`src/rtl/core_pkg.sv`:
```
// Shared constants and types for the 9-bit core.
//   PC_W        program counter width (instruction ROM depth = 2**PC_W)
//   INSTR_W     instruction word width
//   LUT_W       branch-index width into the target LUT
//   DONE_INSTR  instruction encoding that halts the core
//   fetch_state_t  fetch sequencer states
//   pc_t           program counter type at the default width
package core_pkg;

    localparam int PC_W    = 10;
    localparam int INSTR_W = 9;
    localparam int LUT_W   = 5;
    localparam logic [INSTR_W-1:0] DONE_INSTR = 9'h0FF;

    typedef enum logic [1:0] {FS_IDLE, FS_RUN, FS_DONE} fetch_state_t;

    typedef logic [PC_W-1:0] pc_t;

endpackage

```
`src/rtl/pc_lut.sv`:
```
// Branch target lookup: combinational ROM mapping a branch index to an
// absolute PC_W-bit target. Contents come from the assembler-generated
// table, handed in as one packed vector (entry i at bits [i*PC_W +: PC_W]).
//   idx     in   LUT_W   branch index
//   target  out  PC_W    absolute branch target
module pc_lut #(
    parameter int PC_W  = 10,
    parameter int LUT_W = 5,
    parameter logic [(2**LUT_W)*PC_W-1:0] LUT_INIT = '0
) (
    input  logic [LUT_W-1:0] idx,
    output logic [PC_W-1:0]  target
);

    always_comb begin
        target = LUT_INIT[int'(idx)*PC_W +: PC_W];
    end

endmodule

```
`src/rtl/fetch_ctrl.sv`:
```
// Program-counter and fetch sequencer for the 9-bit core.
// Owns ProgCtr, applies branches through the target LUT, honours decoder
// stalls and raises Done on the halt word or when the PC would run off
// the end of the instruction ROM.
//   Clk          in   1        system clock, rising edge
//   Reset        in   1        asynchronous, active-high reset
//   InstrIn      in   INSTR_W  ROM word addressed by ProgCtr (same cycle)
//   Stall        in   1        decoder hold request, PC frozen while high
//   BranchTaken  in   1        branch condition true for current instruction
//   BranchIdx    in   LUT_W    LUT index of branch target
//   ProgCtr      out  PC_W     address to instruction ROM
//   InstrValid   out  1        InstrIn is a live instruction this cycle
//   Done         out  1        program finished (sticky until Reset)
//   Overrun      out  1        finished because PC ran off the ROM (sticky)
//
// state   | meaning
// FS_IDLE | out of reset, ROM gets one cycle before the first fetch
// FS_RUN  | fetching, PC advances / branches / holds each edge
// FS_DONE | halted or overran, absorbing until Reset
module fetch_ctrl #(
    parameter int PC_W    = core_pkg::PC_W,
    parameter int INSTR_W = core_pkg::INSTR_W,
    parameter int LUT_W   = core_pkg::LUT_W,
    parameter logic [INSTR_W-1:0] DONE_INSTR = core_pkg::DONE_INSTR,
    parameter logic [(2**LUT_W)*PC_W-1:0] LUT_INIT = '0
) (
    input  logic               Clk,
    input  logic               Reset,
    input  logic [INSTR_W-1:0] InstrIn,
    input  logic               Stall,
    input  logic               BranchTaken,
    input  logic [LUT_W-1:0]   BranchIdx,
    output logic [PC_W-1:0]    ProgCtr,
    output logic               InstrValid,
    output logic               Done,
    output logic               Overrun
);

    import core_pkg::fetch_state_t;
    import core_pkg::FS_IDLE;
    import core_pkg::FS_RUN;
    import core_pkg::FS_DONE;

    localparam logic [PC_W-1:0] PC_LAST = '1;

    fetch_state_t    state_q, state_d;
    logic [PC_W-1:0] pc_q, pc_d;
    logic            overrun_q, overrun_d;
    logic [PC_W-1:0] lut_target;

    pc_lut #(
        .PC_W    (PC_W),
        .LUT_W   (LUT_W),
        .LUT_INIT(LUT_INIT)
    ) LUT1 (
        .idx   (BranchIdx),
        .target(lut_target)
    );

    always_ff @(posedge Clk or posedge Reset) begin
        if (Reset) begin
            state_q   <= FS_IDLE;
            pc_q      <= '0;
            overrun_q <= 1'b0;
        end else begin
            state_q   <= state_d;
            pc_q      <= pc_d;
            overrun_q <= overrun_d;
        end
    end

    // Halt word beats stall, stall beats branch, branch beats increment.
    // Overrun only applies to the increment path; a branch from the last
    // address is a normal branch.
    always_comb begin
        state_d   = state_q;
        pc_d      = pc_q;
        overrun_d = overrun_q;
        case (state_q)
            FS_IDLE: state_d = FS_RUN;
            FS_RUN: begin
                if (InstrIn == DONE_INSTR) begin
                    state_d = FS_DONE;
                end else if (Stall) begin
                    pc_d = pc_q;
                end else if (BranchTaken) begin
                    pc_d = lut_target;
                end else if (pc_q == PC_LAST) begin
                    state_d   = FS_DONE;
                    overrun_d = 1'b1;
                end else begin
                    pc_d = pc_q + 1'b1;
                end
            end
            FS_DONE: state_d = FS_DONE;
            default: state_d = FS_IDLE;
        endcase
    end

    always_comb begin
        ProgCtr    = pc_q;
        InstrValid = (state_q == FS_RUN);
        Done       = (state_q == FS_DONE);
        Overrun    = overrun_q;
    end

endmodule

```
`config.mk`:
```
export PLATFORM = sky130hd
export DESIGN_NAME = fetch_ctrl
export DESIGN_NICKNAME = d
export VERILOG_FILES = /design/src/rtl/core_pkg.sv /design/src/rtl/pc_lut.sv /design/src/rtl/fetch_ctrl.sv
export SDC_FILE = /design/constraint.sdc
export NUM_CORES = 1
export LEC_CHECK = 0
export ABC_AREA = 1
export CAP_MARGIN = 20
export CORE_UTILIZATION = 40
export DETAILED_ROUTE_END_ITERATION = 8
export GPL_TIMING_DRIVEN = 0
export PLACE_DENSITY = 0.79
export SLEW_MARGIN = 20
export SYNTH_ARGS = -nofsm -noshare
export SYNTH_HDL_FRONTEND = slang
export SYNTH_SLANG_ARGS = --single-unit
```
`constraint.sdc`:
```
create_clock -name Clk -period 1.6 [get_ports Clk]
set_clock_uncertainty 0.1 [all_clocks]
set_input_delay 0.16 -clock Clk [delete_from_list [all_inputs] [get_ports Clk]]
set_output_delay 0.16 -clock Clk [all_outputs]
set_load 0.03 [all_outputs]
```
Word-level counts from Yosys, hierarchy flattened
Index checks and enable logic that the tools add are counted.
{ "totals": {"register_bits": 13, "inputBits": 18} }
{ "classes": {"bitwise_logic": 3, "mux": 7, "n_shift": 1, "mul": 1, "n_addsub": 1, "n_reduce_logical": 4, "n_eq_ne": 8} }
{ "op_table": {"columns": ["cell", "n"], "rows": [
  ["indexed part select 320 x 32 -> 10 bit (first input constant)", 1],
  ["2-to-1 mux 10 bit", 2],
  ["adder 10 x 1 -> 10 bit (second input constant)", 1],
  ["equality test 10 bit (second input constant)", 1],
  ["equality test 9 x 8 -> 1 bit (second input constant)", 1],
  ["multiplier 5 x 3 -> 8 bit (second input constant)", 1],
  ["2-to-1 mux 2 bit", 4],
  ["inequality test 3 x 2 -> 1 bit (second input constant)", 2],
  ["case mux 2 bit (3 select lines)", 1],
  ["AND reduction 5 bit", 1],
  ["AND reduction 4 bit", 1],
  ["inequality test 3 x 1 -> 1 bit (second input constant)", 1],
  ["inverter 1 bit", 3],
  ["AND reduction 3 bit", 1],
  ["equality test 2 x 1 -> 1 bit (second input constant)", 1],
  ["equality test 2 bit (second input constant)", 1],
  ["logical NOT 2 bit", 1],
  ["inequality test 2 bit (second input constant)", 1]
]} }

Longest topological paths before layout
{ "depth": {"depth_word": 6, "ltp_mapped": 9} }

Hierarchy
A second synthesis with hierarchy kept.
{ "hier_totals": {"hier_cells": 154, "area_unflattened_um2": 1066.0} }
{ "modules_own_cells": {"columns": ["mod", "n_inst", "cells_per_inst", "area_per_inst_um2", "seq_area_each_um2"], "rows": [
  ["fetch_ctrl", 1, 143, 987.2, 325.3],
  ["pc_lut", 1, 11, 78.8, 0.0]
]} }

Worst setup path before layout
Ideal clock, no wire load.
{ "synth_timing": {"kind": "reg2reg", "from": "register pc_q[0], in the netlist ProgCtr[0]", "to": "register pc_q[5], in the netlist ProgCtr[5]", "path_slack_ps": -177, "arrival_time_ps": 1558, "required_time_ps": 1381, "stages_incl_launch_ff": 10, "synth_period_minus_slack_ps": 1777, "setup_time_ps": 119, "path_cell_list": "dfrtp_1 > ha_1 > nand2_2 > nor2_4 > nand3_2 > nor2_4 > nor2_2 > buf_6 > nand2_1 > nand2_1"} }
{ "synth_via": {"elab_chain_cells": 3, "word_cells_on_any_way": 6, "cone_classes": "add/sub: 1; eq/ne: 2; mux: 2; reduce/logical: 1"} }
{ "synth_lines": {"columns": ["element", "line_no", "rtl"], "rows": [
  ["start, declared", "fetch_ctrl.sv:47", "logic [PC_W-1:0] pc_q, pc_d;"],
  ["start signal, assigned", "fetch_ctrl.sv:67", "pc_q <= pc_d;"],
  ["adder 10 x 1 -> 10 bit / equality test 10 bit (equally long branches)", "fetch_ctrl.sv:92, fetch_ctrl.sv:88", null],
  ["2-to-1 mux 10 bit / inequality test 2 bit (equally long branches)", null, null],
  ["2-to-1 mux 10 bit / AND reduction 4 bit (equally long branches)", null, null]
]} }
Several ways; a longest one is shown, not always the timed one. The select of a mux whose other input is x is not followed.
A chain may end at the register's enable or synchronous reset.

Worst setup path in the final report
{ "layout_timing": {"from": "register pc_q[1], in the netlist ProgCtr[1]", "to": "register pc_q[2], in the netlist ProgCtr[2]"} }
The elaborated chain is that of the path after synthesis.

==> flow_summary.ini <==
[outcome]
result_of_the_run = finished, final reports clean

[synthesis]
synthesized_flop_and_latch_total = 13
syn-num-nets = 148
average_footprint_of_a_synthesized_cell_um2 = 7.03
postSynthCellCount = 126
synth_sequential_area_ratio_pct = 36.7
synth_cell_type_count = 21
yosysWarnings = 0
post_synth_instance_area_um2 = 886

[global_route]
pin_count_of_the_biggest_net_entering_global_routing = 14
grt-ovfl-total = 0
grt_first_pass_wirelength_mm = 3.64
antenna_found_initial = 0
grt_pass1_vias = 835
grt.total_usage_pct = 19.4

[power_and_ir_drop]
power.switching_fraction_pct = 45.5
clockPowerShare_pct = 14.3
leakage_power_nw = 0.700
p_int_w = 0.000813
comb_power_share_pct = 51.2
power-per-cell-area_nw_per_um2 = 1160
power.switching_w = 0.000679
seq_power_share_pct = 34.5
max-vdd-ir-drop_mv = 0.655

[die]
floorplan.die_area_um2 = 2410
coreArea_um2 = 2020
rows = 16
top_level_ports = 31
initial_core_util_pct = 43.8
die-width_um = 49.1
floorplan.die.height_um = 49.1

[worst_setup_path]
endpoint_kind = register
worst-endpoint-required_ps = 1680
path_class = reg -> reg
arrival_time_of_data_at_the_critical_path_endpoint_ps = 1670
critPathMaxFanout = 5
crit_path_start_kind = register

[flow_run]
cap_viol_max_count = 0

[layout]
postLayoutCoreUtil_pct = 63.4
syn_to_final_growth_pct = 44.6
multiInputGateArea_um2 = 520
n_antenna_cell = 0
final_design_area_no_fill_um2 = 1280
drive_gt1_share_pct = 21.1
layout.nets = 184
finalNonFillerCells = 188
num-fill-cells = 165
area.sequential_um2 = 328

[drt]
drtPass1Iterations = 4
routed-via-count = 885
route.detailed.wl_per_inst_um = 11.7
routed_wirelength_mm = 2.20
drt-initial-drc-count = 20
vias_per_cell = 4.71
postRouteAntennaNets = 0
drcViolationCount = 0

[timing]
period_minus_slack_ps = 1590
relSlewSlack_pct = 65.3
report.final.hold_viol_count = 0
slew_viol_final = 0
min_period_over_period_pct = 99.4
fin_hold_ws_ps = 99.3
finalSetupViolations = 0
max_slew.worst_pin.slew_ps = 520
setup_repair_after_global_routing_missed_its_margin = yes
highest_attainable_clock_frequency_ghz = 0.629
fin_setup_tns_ps = 0

[cts]
clk_pin_slew_ps = 90
clock-root-buffer = sky130_fd_sc_hd__clkbuf_4
worst_skew_pair.late_latency_ps = 280
cts_max_level = 1
number_of_buffers_on_the_longest_clock_path = 2
postCtsHoldBufs = 0
tritoncts = yes
cts_inserted_buffers = 3
clkSinkCount = 13

[placement]
post-place-cells = 178
count_of_port_buffers_added_during_placement = 25
gp_weighted_congestion = 0.758
placed_standard_cell_area_um2 = 1180
detailed_place_hpwl_mm = 1.53

[min_path]
hp-class = in -> async
power groups by stage:
stage / sequential, W / combinational, W / clock, W
6_report: 0.000515 / 0.000764 / 0.000213
5_1_grt: 0.000528 / 0.000846 / 0.000234
4_1_cts: 0.000510 / 0.000697 / 0.000217
3_5_place_dp: 0.000530 / 0.000722 / 0
3_3_place_gp: 0.000524 / 0.000697 / 0
2_1_floorplan: 0.000626 / 0.000367 / 0
worst max-delay path, stage by stage (launching register included):
cell	delay [ps]
sky130_fd_sc_hd__dfrtp_2	410
sky130_fd_sc_hd__ha_4	160
sky130_fd_sc_hd__nand2_4	60
sky130_fd_sc_hd__nor2_4	130
sky130_fd_sc_hd__nand3_2	130
sky130_fd_sc_hd__nor2_4	150
sky130_fd_sc_hd__nor2_4	70
sky130_fd_sc_hd__clkbuf_16	160
sky130_fd_sc_hd__nand2_2	50
sky130_fd_sc_hd__nand2_1	50
final timing paths:
| kind | cells after the start | slack [ps] | to | start |
|---|---|---|---|---|
| hold reg to reg | 1 | 410 | Overrun$_DFFE_PP0P_ | Overrun$_DFFE_PP0P_ |
| min in group Clk | 1 | 410 | Overrun$_DFFE_PP0P_ | Overrun$_DFFE_PP0P_ |
| setup / recovery | 9 | 10 | ProgCtr[2]$_DFFE_PP0P_ | ProgCtr[1]$_DFFE_PP0P_ |
| setup reg to reg | 9 | 10 | ProgCtr[2]$_DFFE_PP0P_ | ProgCtr[1]$_DFFE_PP0P_ |
| hold / removal | 2 | 100 | ProgCtr[8]$_DFFE_PP0P_ | Reset |
| max in group asynchronous | 2 | 920 | ProgCtr[1]$_DFFE_PP0P_ | Reset |
cell usage after synthesis, drive strengths merged:
library cell / n / area [um^2]
buf: 1 / 11.3
dfrtp: 13 / 325
xnor2: 1 / 8.76
nor3b: 1 / 7.51
ha: 4 / 50.1
nand3: 8 / 45.0
nand4: 1 / 6.26
o21bai: 1 / 7.51
clkbuf: 1 / 3.75
or2: 1 / 6.26
nand2: 55 / 221
nor3: 1 / 5.00
xor2: 1 / 8.76
inv: 16 / 60.1
nor2: 18 / 92.6
o21ai: 3 / 26.3
cells in the final DEF, fill, tap and decap left out:
master,count
sky130_fd_sc_hd__buf_4,5
sky130_fd_sc_hd__buf_8,1
sky130_fd_sc_hd__clkbuf_1,1
sky130_fd_sc_hd__clkbuf_16,1
sky130_fd_sc_hd__clkbuf_2,2
sky130_fd_sc_hd__clkbuf_4,3
sky130_fd_sc_hd__clkdlybuf4s50_1,12
sky130_fd_sc_hd__clkinv_2,1
sky130_fd_sc_hd__dfrtp_1,11
sky130_fd_sc_hd__dfrtp_2,2
sky130_fd_sc_hd__dlygate4sd2_1,10
sky130_fd_sc_hd__dlymetal6s2s_1,1
sky130_fd_sc_hd__ha_1,3
sky130_fd_sc_hd__ha_4,1
sky130_fd_sc_hd__inv_1,16
sky130_fd_sc_hd__nand2_1,46
sky130_fd_sc_hd__nand2_2,7
sky130_fd_sc_hd__nand2_4,2
sky130_fd_sc_hd__nand3_1,7
sky130_fd_sc_hd__nand3_2,1
sky130_fd_sc_hd__nand4_1,1
sky130_fd_sc_hd__nor2_1,14
sky130_fd_sc_hd__nor2_4,4
sky130_fd_sc_hd__nor3_1,1
sky130_fd_sc_hd__nor3b_1,1
sky130_fd_sc_hd__o21ai_2,3
sky130_fd_sc_hd__o21bai_1,1
sky130_fd_sc_hd__or2_2,1
sky130_fd_sc_hd__xnor2_1,1
sky130_fd_sc_hd__xor2_1,1
final cells by class:
cell class / instances / share of cell area (%)
Clock inverter: 1 / 0.391
Clock buffer: 3 / 1.76
Sequential cell: 13 / 25.6
Multi-Input combinational cell: 95 / 40.6
Inverter: 16 / 4.69
Buffer: 2 / 1.46
Tap cell: 27 / 2.64
Timing Repair Buffer: 31 / 22.9
what timing repair did:
action,in CTS,in global routing
endpoints found under the setup margin,19,13
pin swaps,0,1
cloned,0,1
gates resized for setup,13,12
setup buffers,1,4
layer usage:
layer,global-route usage (%),part of all wire [%],vias up
met3,4.67,4.0,2
met5,0,0,-
met2,36.8,54,26
met4,2.94,0.50,0
met1,21.9,41,405
li1,-,-,452
state kept, by name, indices dropped and copies added, names as in the netlist:
| name | cells |
|---|---|
| state_q | 2 |
| ProgCtr | 10 |
| Overrun | 1 |
through the flow:
| step | total power, W | worst slack, ps |
|---|---|---|
| floorplan | 0.000993 | 5.50 |
| global placement | 0.00122 | 13.2 |
| detailed placement | 0.00125 | -43.4 |
| CTS | 0.00142 | 3.08 |
| global route | 0.00161 | -50.5 |
| finish | 0.00149 | 10.0 |
logic make-up after synthesis:
logic type / after synthesis / synth area share [%]
adders and majority gates: 4 / 5.65
DFF: 13 / 36.7
AOI/OAI and AO/OA: 4 / 3.81
buffers and inverters: 18 / 8.47
xor gates and xnor gates: 2 / 1.98
and+or+nand+nor: 85 / 43.4
No activity file was read; power rests on OpenSTA's default activity.
